$ cat src/rtl/instruction_fetch.sv
`default_nettype none
// ============================================================================
//  Module   : instruction_fetch
//  Purpose  : IF stage of the 5-stage MIPS pipeline. Owns the PC, drives the
//             instruction-memory address and fills the IF/ID register with
//             the fetched instruction and PC+4. Freezes fetch on HALT.
//  Options  : MIPS_DELAY_SLOT_EN - when defined, the instruction fetched in
//             the cycle a branch is taken (the delay slot) is kept instead of
//             being squashed into a bubble.
//  Revision : 1.0 - initial release
// ============================================================================
module instruction_fetch #(
  parameter int                    NB_ADDR    = 32,
  parameter int                    NB_INSTR   = 32,
  parameter int                    NB_COUNT   = 32,
  parameter logic [NB_INSTR-1:0]   HALT_INSTR = 32'hFFFFFFFF
) (
  input  logic                 i_clock,
  input  logic                 i_reset,
  input  logic                 i_valid,
  input  logic                 i_hazard,
  input  logic                 i_branch_taken,
  input  logic [NB_ADDR-1:0]   i_branch_target,
  input  logic [NB_INSTR-1:0]  i_imem_data,
  output logic [NB_ADDR-1:0]   o_imem_addr,
  output logic [NB_INSTR-1:0]  o_instr,
  output logic [NB_ADDR-1:0]   o_pc_plus4,
  output logic                 o_instr_valid,
  output logic                 o_halted,
  output logic [NB_COUNT-1:0]  o_instr_count
);

  typedef enum logic [0:0] {
    ST_RUN    = 1'b0,
    ST_HALTED = 1'b1
  } state_t;

  localparam logic [NB_ADDR-1:0]  c_PC_STEP    = NB_ADDR'(4);
  localparam logic [NB_ADDR-1:0]  c_ALIGN_MASK = ~NB_ADDR'(3);
  localparam logic [NB_COUNT-1:0] c_COUNT_ONE  = NB_COUNT'(1);

  state_t                r_state;
  logic [NB_ADDR-1:0]    r_pc;
  logic [NB_INSTR-1:0]   r_instr;
  logic [NB_ADDR-1:0]    r_pc_plus4;
  logic                  r_instr_valid;
  logic                  r_halted;
  logic [NB_COUNT-1:0]   r_count;

  state_t                w_state_next;
  logic [NB_ADDR-1:0]    w_pc_next;
  logic [NB_INSTR-1:0]   w_instr_next;
  logic [NB_ADDR-1:0]    w_pc_plus4_next;
  logic                  w_instr_valid_next;
  logic                  w_halted_next;
  logic [NB_COUNT-1:0]   w_count_next;

  logic [NB_ADDR-1:0]    w_pc_plus4;
  logic                  w_is_halt;

  assign w_pc_plus4 = r_pc + c_PC_STEP;
  assign w_is_halt  = (i_imem_data == HALT_INSTR);

  // Next-state and next IF/ID contents; everything holds unless a case below updates it
  always_comb begin
    w_state_next       = r_state;
    w_pc_next          = r_pc;
    w_instr_next       = r_instr;
    w_pc_plus4_next    = r_pc_plus4;
    w_instr_valid_next = r_instr_valid;
    w_halted_next      = r_halted;
    w_count_next       = r_count;

    if (i_valid) begin
      case (r_state)
        ST_HALTED: begin
          // Frozen: PC holds, bubbles flow into IF/ID, hazard/branch ignored
          w_halted_next      = 1'b1;
          w_instr_next       = '0;
          w_instr_valid_next = 1'b0;
        end
        default: begin
          if (i_hazard) begin
            // Stall: PC and IF/ID hold; a stalled branch in ID will re-assert later
          end else if (i_branch_taken) begin
            w_pc_next = i_branch_target & c_ALIGN_MASK;
`ifdef MIPS_DELAY_SLOT_EN
            // Delay slot executes: keep the instruction fetched this cycle
            w_instr_next       = i_imem_data;
            w_pc_plus4_next    = w_pc_plus4;
            w_instr_valid_next = 1'b1;
            w_count_next       = r_count + c_COUNT_ONE;
            if (w_is_halt) begin
              w_state_next = ST_HALTED;
            end
`else
            // Squash the wrong-path instruction; a HALT here never takes effect
            w_instr_next       = '0;
            w_instr_valid_next = 1'b0;
`endif
          end else begin
            w_pc_next          = w_pc_plus4;
            w_instr_next       = i_imem_data;
            w_pc_plus4_next    = w_pc_plus4;
            w_instr_valid_next = 1'b1;
            w_count_next       = r_count + c_COUNT_ONE;
            if (w_is_halt) begin
              w_state_next = ST_HALTED;
            end
          end
        end
      endcase
    end
  end

  // State and IF/ID register update with synchronous reset
  always_ff @(posedge i_clock) begin
    if (i_reset) begin
      r_state       <= ST_RUN;
      r_pc          <= '0;
      r_instr       <= '0;
      r_pc_plus4    <= '0;
      r_instr_valid <= 1'b0;
      r_halted      <= 1'b0;
      r_count       <= '0;
    end else begin
      r_state       <= w_state_next;
      r_pc          <= w_pc_next;
      r_instr       <= w_instr_next;
      r_pc_plus4    <= w_pc_plus4_next;
      r_instr_valid <= w_instr_valid_next;
      r_halted      <= w_halted_next;
      r_count       <= w_count_next;
    end
  end

  assign o_imem_addr   = r_pc;
  assign o_instr       = r_instr;
  assign o_pc_plus4    = r_pc_plus4;
  assign o_instr_valid = r_instr_valid;
  assign o_halted      = r_halted;
  assign o_instr_count = r_count;

endmodule
`default_nettype wire

$ cat config.mk
export PLATFORM = sky130hd
export DESIGN_NAME = instruction_fetch
export DESIGN_NICKNAME = d
export VERILOG_FILES = /design/src/rtl/instruction_fetch.sv
export SDC_FILE = /design/constraint.sdc
export NUM_CORES = 1
export LEC_CHECK = 0
export CAP_MARGIN = 20
export CORE_ASPECT_RATIO = 1.4
export CORE_UTILIZATION = 40
export CTS_CLUSTER_SIZE = 20
export DETAILED_ROUTE_END_ITERATION = 12
export DONT_BUFFER_PORTS = 1
export HOLD_SLACK_MARGIN = 0.15
export PLACE_DENSITY = 0.63
export SLEW_MARGIN = 20
export SYNTH_ARGS = -nofsm -noshare
export SYNTH_HDL_FRONTEND = slang
export SYNTH_SLANG_ARGS = --single-unit
$ cat constraint.sdc
create_clock -name i_clock -period 4.2 [get_ports i_clock]
set_input_delay 0.84 -clock i_clock [delete_from_list [all_inputs] [get_ports i_clock]]
set_output_delay 0.84 -clock i_clock [all_outputs]
set_load 0.01 [all_outputs]
# --- Word-level counts from Yosys, hierarchy flattened ---
# Index checks and enable logic that the tools add are counted.
# Widths: inputs -> output; s select.
word_totals:
  reg_bits: 131
  latchBits: 0
  ramBits: 0
  mem_bits_ro: 0
  in_bits: 69
  out_inout_bits: 130
  elab_cells: 29
  n_memories: 0
op_classes:
  add_sub_neg: 2
  n_mul: 0
  div: 0
  n_lt_le_gt_ge: 0
  eq_ne: 2
  n_shift: 0
  n_mux: 11
  bitwise_logic: 3
  reduce_logical: 4
ops:
  columns: ["op", "count"]
  rows:
  - ["$mux 32", 4]
  - ["$add 32x1->32 const B", 1]
  - ["$add 32x3->32 const B", 1]
  - ["$eq 32x32->1 const B", 1]
  - ["$mux 1", 7]
  - ["$reduce_and 2->1", 2]
  - ["$reduce_and 4->1", 1]
  - ["$not 1->1", 3]
  - ["$reduce_and 3->1", 1]
  - ["$ne 2x1->1 const B", 1]

# --- Longest topological paths before layout ---
# Gate-level depths: netlist of run 1.
logic_depth:
  word_depth: 5
  mapped_depth: 8
  depth_no_buf: 5

# --- Least setup slack after synthesis of run 1 ---
# Ideal clock, no wire load.
synth_path:
  kind: "input -> register"
  start: "in i_branch_taken"
  end: "reg r_count[26] (netlist: o_instr_count[26])"
  setup_time_ns: 0.132
  arrival_time_ns: 2.668
  required_ns: 4.068
  setup_slack_ns: 1.400
  stages: 7
  path_buffers: 3
  path_cell_list: "or4b_1 buf_2 or4_1 buf_2 clkbuf_1 o31ai_1 a21oi_1"
synth_via:
  elab_chain_len: 2
synth_rtl:
  columns: ["element", "line_no", "text"]
  rows:
  - ["from (decl)", "22", "input logic i_branch_taken,"]
  - ["$not 1->1 (no line)", null, null]
  - ["$reduce_and 4->1 (no line)", null, null]
  - ["to (signal assigned)", "133", "r_count <= w_count_next;"]
  - ["to (decl)", "48", "logic [NB_COUNT-1:0] r_count;"]
# No other way between the ends.
# A chain may end at the register's enable or synchronous reset.

# --- Final worst setup path of run 1 ---
layout_path:
  start: "reg r_pc[2] (netlist: o_imem_addr[2])"
  end: "reg r_pc_plus4[28] (netlist: o_pc_plus4[28])"
layout_via:
  elab_chain_len: 1
layout_rtl:
  columns: ["element", "line_no", "text"]
  rows:
  - ["from (decl)", "43", "logic [NB_ADDR-1:0] r_pc;"]
  - ["from (signal assigned)", "128", "r_pc <= w_pc_next;"]
  - ["$add 32x3->32", "61", "assign w_pc_plus4 = r_pc + c_PC_STEP;"]
  - ["to (signal assigned)", "130", "r_pc_plus4 <= w_pc_plus4_next;"]
  - ["to (decl)", "45", "logic [NB_ADDR-1:0] r_pc_plus4;"]
# No other way between the ends.

==> results of run 1 <==
how the worst min path moves through the flow:
stage	startpoint	end	slack, ns	cells after the start
after floorplan	o_pc_plus4[3]	o_pc_plus4[3]	0.48	2
after global placement	o_pc_plus4[3]	o_pc_plus4[3]	0.49	2
after detailed placement	o_pc_plus4[3]	o_pc_plus4[3]	0.49	2
after CTS	i_reset	o_instr_count[15]	0.47	1
after global routing	i_reset	o_imem_addr[2]	0.46	1
final	i_reset	o_instr_count[29]	0.50	1
worst max-delay path: stages (launching register included):
cell,delay [ns]
dfxtp_1,0.46
ha_1,0.38
nand4_1,0.37
or3_1,0.77
or4_1,0.60
a31oi_1,0.17
final cells by class:
type / instances / area [um^2] / area share [%]
multi-input cells: 555 / 3370 / 49.5
flip-flops and latches: 127 / 2540 / 37.3
clock buffers: 17 / 425 / 6.24
well taps: 192 / 240 / 3.52
clock inverters: 15 / 149 / 2.18
repair buffers: 6 / 45.0 / 0.661
inverters: 10 / 37.5 / 0.551
diodes: 1 / 2.50 / 0.0367
cells in the mapped netlist (2+ instances only):
cell type / n / share of area (%)
a211oi_1: 7 / 0.84
a21oi_1: 57 / 4.6
a22o_1: 4 / 0.56
a22oi_1: 34 / 4.1
a311oi_1: 3 / 0.42
a31oi_1: 22 / 2.2
a32o_1: 5 / 0.80
and2_1: 4 / 0.40
and3_1: 14 / 1.4
and4_1: 9 / 1.3
buf_1: 8 / 0.48
buf_2: 2 / 0.16
buf_4: 4 / 0.48
buf_6: 2 / 0.36
clkbuf_1: 60 / 3.6
dfxtp_1: 127 / 41
ha_1: 2 / 0.40
inv_1: 10 / 0.60
mux2_2: 3 / 0.54
mux2i_1: 6 / 0.96
nand2_1: 44 / 2.6
nand3_1: 21 / 1.7
nand3b_1: 2 / 0.24
nand4_1: 28 / 2.8
nor2_1: 70 / 4.2
nor2b_1: 9 / 0.90
nor3_1: 15 / 1.2
nor3b_1: 2 / 0.24
nor4_1: 10 / 1.0
nor4b_1: 2 / 0.28
o2111ai_1: 2 / 0.28
o211ai_1: 4 / 0.48
o21ai_0: 52 / 4.2
o21ba_2: 2 / 0.32
o31a_1: 3 / 0.42
o31ai_1: 26 / 3.1
o41ai_1: 4 / 0.56
or3_1: 20 / 2.0
or4_1: 32 / 3.9
xnor2_1: 16 / 2.2
xor2_1: 3 / 0.42
report_power, final:
group,leakage [uW],switching (uW),internal [uW]
Combinational,0.000778,71.7,55.4
Clock,0.000283,604,832
Sequential,0.00103,65.5,1240
Total,0.00209,741,2130
logic make-up (layout without fill, tap and decap cells):
group | Yosys count | after routing | synth area share, %
muxes | 9 | 9 | 1.50
buffers and inverters | 86 | 48 | 5.70
DFF | 127 | 127 | 40.8
AOI/OAI and AO/OA | 233 | 233 | 23.9
and+or+nand+nor | 288 | 288 | 25.0
adders and majority gates | 2 | 2 | 0.401
other | 1 | 5 | 0.0601
xor gates and xnor gates | 19 | 19 | 2.67
flip-flops by register name (all words and copies together), names as in the netlist:
register / flops
o_pc_plus4: 30
o_instr: 32
o_instr_valid: 1
o_instr_count: 32
o_imem_addr: 30
r_state: 1
o_halted: 1
layer usage:
layer,vias to the layer above,global-route usage (%),routed length (um)
met1,2837,25.2,7060
met2,252,38.1,9300
li1,2801,-,-
met4,0,9.93,268
met3,24,6.23,1480
met5,-,0,0
metrics by stage:
| step | area [um^2] | setup WS [ns] | utilization (%) | total power, uW | instances |
|---|---|---|---|---|---|
| floorplan | 6250 | 1.40 | - | 1440 | 768 |
| global placement | 6230 | 1.11 | 41.2 | 1450 | 890 |
| detailed placement | 6240 | 1.05 | 41.3 | 1460 | 890 |
| CTS | 6810 | 1.40 | 45.1 | 2900 | 922 |
| global route | 6820 | 1.26 | 45.1 | 2980 | 923 |
| finish | 6820 | 1.37 | 45.1 | 2870 | 923 |
==> out/metrics.yaml, run 1 <==
timing:
  final.min_clock_period_ns: 2.83
  worst_pin_slew_ns: 0.950
  final-setup-viol-count: 0
  finalCritPeriodShare_pct: 67.5
  fmax_mhz: 353
  clock_skew_ns: 0.00814
  maxSlewViolCount: 0
  relSlewSlack_pct: 36.6
  rsz0062_at_grt: "false"
  hold_viol: 0
  tns_ns: 0
  fin_hold_ws_ns: 0.497
grt:
  grt_pass1_vias: 5536
  antenna_found_initial: 1
  grt_pass1_wl_um: 27900
  grt.overflow.total: 0
  grt_use_total_pct: 22.2
  grt_max_degree: 111
route:
  firstDrtPassIters: 7
  antenna_left: 0
  drt-total-wl_um: 18100
  drc: 0
  dr.first_iter.drc_count: 493
  wl_per_cell_um: 19.6
  via_count: 5914
  routed_via_density: 6.41
yosys:
  synthCells: 765
  synth_area_per_cell_um2: 8.15
  synthFlopType: "dfxtp_1"
  synth_edf_count: 0
  seq_area_frac_synth_pct: 40.8
  ys_ff_latch: 127
  async_reset_ff_share_pct: 0
  synth.distinct_cells: 56
  synth_warnings: 0
  synth_area_um2: 6240
run:
  maxCapViolCount: 0
floorplan:
  fp.dieH_um: 150
  die_w_um: 108
  io_pins: 199
  core_area_um2: 15100
  start_util_pct: 41.3
  die_area_um2: 16100
  rows: 53
layout:
  final_common_cell: "dfxtp_1"
  layout-drive-gt1-share_pct: 6.58
  syn2layout_area_growth_pct: 9.27
  fin_nets: 788
  fillers: 1480
  layout_common_cells: "127 x dfxtp_1, 70 x nor2_1, 57 x a21oi_1, 52 x o21ai_0, 44 x nand2_1"
critical_path:
  rrSetupSlack_ns: 1.37
  arrival_ns: 3.18
  endpoint_kind: "flip-flop"
  crit-reg2reg-launch: "o_imem_addr[2]"
  worstPathMaxFanout: 25
  cp.required_ns: 4.54
  worstSetupStartpoint: "o_imem_addr[2]"
  r2r_cells: 5
  critPathLaunchType: "flip-flop"
  cp-endpoint: "o_pc_plus4[28]"
  rr_endpoint: "o_pc_plus4[28]"
  path_class: "reg -> reg"
place:
  hpwl_um: 12000
  gp_congestion: 0.778
  portBuffers: 0
clock_tree:
  cts_resized: 0
  cts_hold_buf: 0
  clk_pin_slew_worst_paths_ns: 0.06
  clock-root-buffer: "clkbuf_16"
  cts.sinks: 127
  post_cts_buffers: 0
  cts_tree: "yes"
  htree_levels: 4
  cts_buffers: 17
  clock_latency_ns: 0.42
  clk_path_buf_depth: 2
power_and_ir_drop:
  irDropWorstVdd_uv: 233
  p_leak_uw: 0.00209
  p_per_area_nw_per_um2: 421
worst_hold_path:
  hold_class: "in -> reg"
outcome:
  run_status: "finished clean"
(Power assumes the default switching activity.)
==> run 2: changes to the inputs <==
- clock period: 4.2 -> 2.77 ns (I/O delays scaled with it)
==> run 2 against run 1 <==
  * Sequential power increased by 50%
  * Power is 50% higher
  * Sequential cell count unchanged
  * First-iteration DRC count shrank 19%
==> out/metrics.yaml, run 2 (synthesis gave the netlist of run 1 again) <==
layout:
  fillers: 1482  # +0.14%
  antennaDiodeCount: 0  # -1
  syn2layout_area_growth_pct: 11.6
  fin_nets: 809  # +2.7%
  layout_common_cells: "127 x dfxtp_1, 70 x nor2_1, 57 x a21oi_1, 52 x o21ai_0, 44 x nand2_1"
  final_area_um2: 6960  # +2.1%
  layout-drive-gt1-share_pct: 9.19  # +2.6 points
  multi_input_area_um2: 3370  # -0.22%
  final_common_cell: "dfxtp_1"
  seq_area_um2: 2540  # unchanged
grt:
  antenna_found_initial: 1  # unchanged
  grt.overflow.total: 0  # unchanged
  grt_use_total_pct: 22.7  # +0.56 points
  grt_pass1_wl_um: 28700  # +2.8%
  grt_max_degree: 111  # unchanged
  grt_pass1_vias: 5633  # +1.8%
power_and_ir_drop:
  internal-power_uw: 3180  # +49%
  p_sw_share_pct: 25.9  # +0.033 points
  p_leak_uw: 0.00219  # +4.5%
  p_per_area_nw_per_um2: 617  # +46%
  switchingPower_uw: 1110  # +50%
  clkPwrFrac_pct: 49.0  # -1.0 points
  seq_power_share_pct: 46.0  # +0.5 points
  irDropWorstVdd_uv: 363  # +56%
  p_comb_share_pct: 5.0  # +0.6 points
floorplan:
  die_w_um: 108  # unchanged
  fp.dieH_um: 150  # unchanged
  core_area_um2: 15100  # unchanged
  rows: 53  # unchanged
  io_pins: 199  # unchanged
  start_util_pct: 41.3  # unchanged
  die_area_um2: 16100  # unchanged
run:
  maxCapViolCount: 0  # unchanged
clock_tree:
  htree_levels: 4  # unchanged
  post_cts_buffers: 0  # unchanged
  clk_pin_slew_worst_paths_ns: 0.06  # about the same
  cts_resized: 0  # unchanged
  cts_buffers: 17  # unchanged
  clock-root-buffer: "clkbuf_16"
  cts_hold_buf: 0  # unchanged
  clk_path_buf_depth: 2  # unchanged
  cts.sinks: 127  # unchanged
  clock_latency_ns: 0.43  # about the same
  cts_tree: "yes"
outcome:
  run_status: "finished clean"
route:
  via_count: 5926  # +0.20%
  drt-total-wl_um: 18600  # +2.7%
  dr.first_iter.drc_count: 400  # -19%
  antenna_left: 0  # unchanged
  wl_per_cell_um: 19.7  # +0.56%
  routed_via_density: 6.28  # -1.9%
  firstDrtPassIters: 6  # -1
  drc: 0  # unchanged
critical_path:
  path_class: "reg -> reg"
  worstPathMaxFanout: 17  # -32%
  arrival_ns: 2.75  # -0.43 ns
  crit-reg2reg-launch: "o_imem_addr[12]"
  endpoint_kind: "flip-flop"
  cp.required_ns: 3.09  # -1.45 ns
  rr_endpoint: "o_pc_plus4[31]"
  worstSetupStartpoint: "o_imem_addr[12]"
  r2r_cells: 4  # -1
  rrSetupSlack_ns: 0.34  # -1.03 ns
  critPathLaunchType: "flip-flop"
timing:
  fmax_mhz: 412  # +17%
  maxSlewViolCount: 0  # unchanged
  worst_pin_slew_ns: 0.709  # -0.240 ns
  hold_viol: 0  # unchanged
  final.min_clock_period_ns: 2.43  # -0.404 ns
  relSlewSlack_pct: 52.7  # +16 points
  rsz0062_at_grt: "false"
  final-setup-viol-count: 0  # unchanged
  clock_skew_ns: 0.0123  # +0.00411 ns
  finalCritPeriodShare_pct: 87.7  # +20 points
  tns_ns: 0  # unchanged
place:
  placed_area_um2: 6400  # +2.6%
  portBuffers: 0  # unchanged
  gp_congestion: 0.799  # +2.7%
  hpwl_um: 12500  # +4.4%
worst_hold_path:
  hold_start: "i_reset"
  holdPathEnd: "o_instr_count[29]"
  hold_class: "in -> reg"
  hold_depth: 1  # unchanged
-- run 2: worst max-delay path, cell delays in order (launching register included) --
cell and delay [ns]:
dfxtp_1 0.50, nand4_1 0.22, or4_1 0.82, or4_1 0.61, and3_1 0.18
-- run 2: power by group through the flow --
| stage | clock, uW | combinational [uW] | sequential, uW |
|---|---|---|---|
| after floorplan | 0 | 201 | 1990 |
| after global placement | 0 | 209 | 2010 |
| after detailed placement | 0 | 216 | 2010 |
| after CTS | 2150 | 217 | 1970 |
| after global routing | 2230 | 242 | 1980 |
| final | 2100 | 216 | 1970 |
-- run 2: layer usage --
layer,share of wire [%],vias up,global-route usage (%)
met5,0.059,-,0
met4,2.0,2,9.18
met3,8.2,28,7.14
met2,51,235,38.6
met1,39,2835,26.2
li1,-,2826,-
-- run 2: area by class of cell --
class | instances | area share (%)
Multi-Input combinational cell | 555 | 48.4
Sequential cell | 127 | 36.5
Clock inverter | 13 | 1.49
Timing Repair Buffer | 27 | 3.09
Tap cell | 192 | 3.45
Clock buffer | 19 | 6.51
Inverter | 10 | 0.539
-- run 2: worst max path at each step --
stage / end / slack [ns]
2_1_floorplan: o_instr_count[26] / 0.26
3_3_place_gp: o_instr_count[17] / 0.23
3_5_place_dp: o_instr_count[31] / 0.19
4_1_cts: o_pc_plus4[31] / 0.35
5_1_grt: o_pc_plus4[31] / 0.22
6_report: o_pc_plus4[31] / 0.34
-- run 2: stage by stage --
| stage | utilization [%] | worst slack [ns] | total power, uW | cells | hold slack [ns] |
|---|---|---|---|---|---|
| 2_1_floorplan | - | 0.256 | 2190 | 768 | 0.481 |
| 3_3_place_gp | 42.3 | 0.234 | 2220 | 911 | 0.498 |
| 3_5_place_dp | 42.3 | 0.188 | 2230 | 911 | 0.503 |
| 4_1_cts | 46.0 | 0.353 | 4340 | 943 | 0.187 |
| 5_1_grt | 46.0 | 0.223 | 4450 | 943 | 0.188 |
| 6_report | 46.0 | 0.341 | 4290 | 943 | 0.198 |
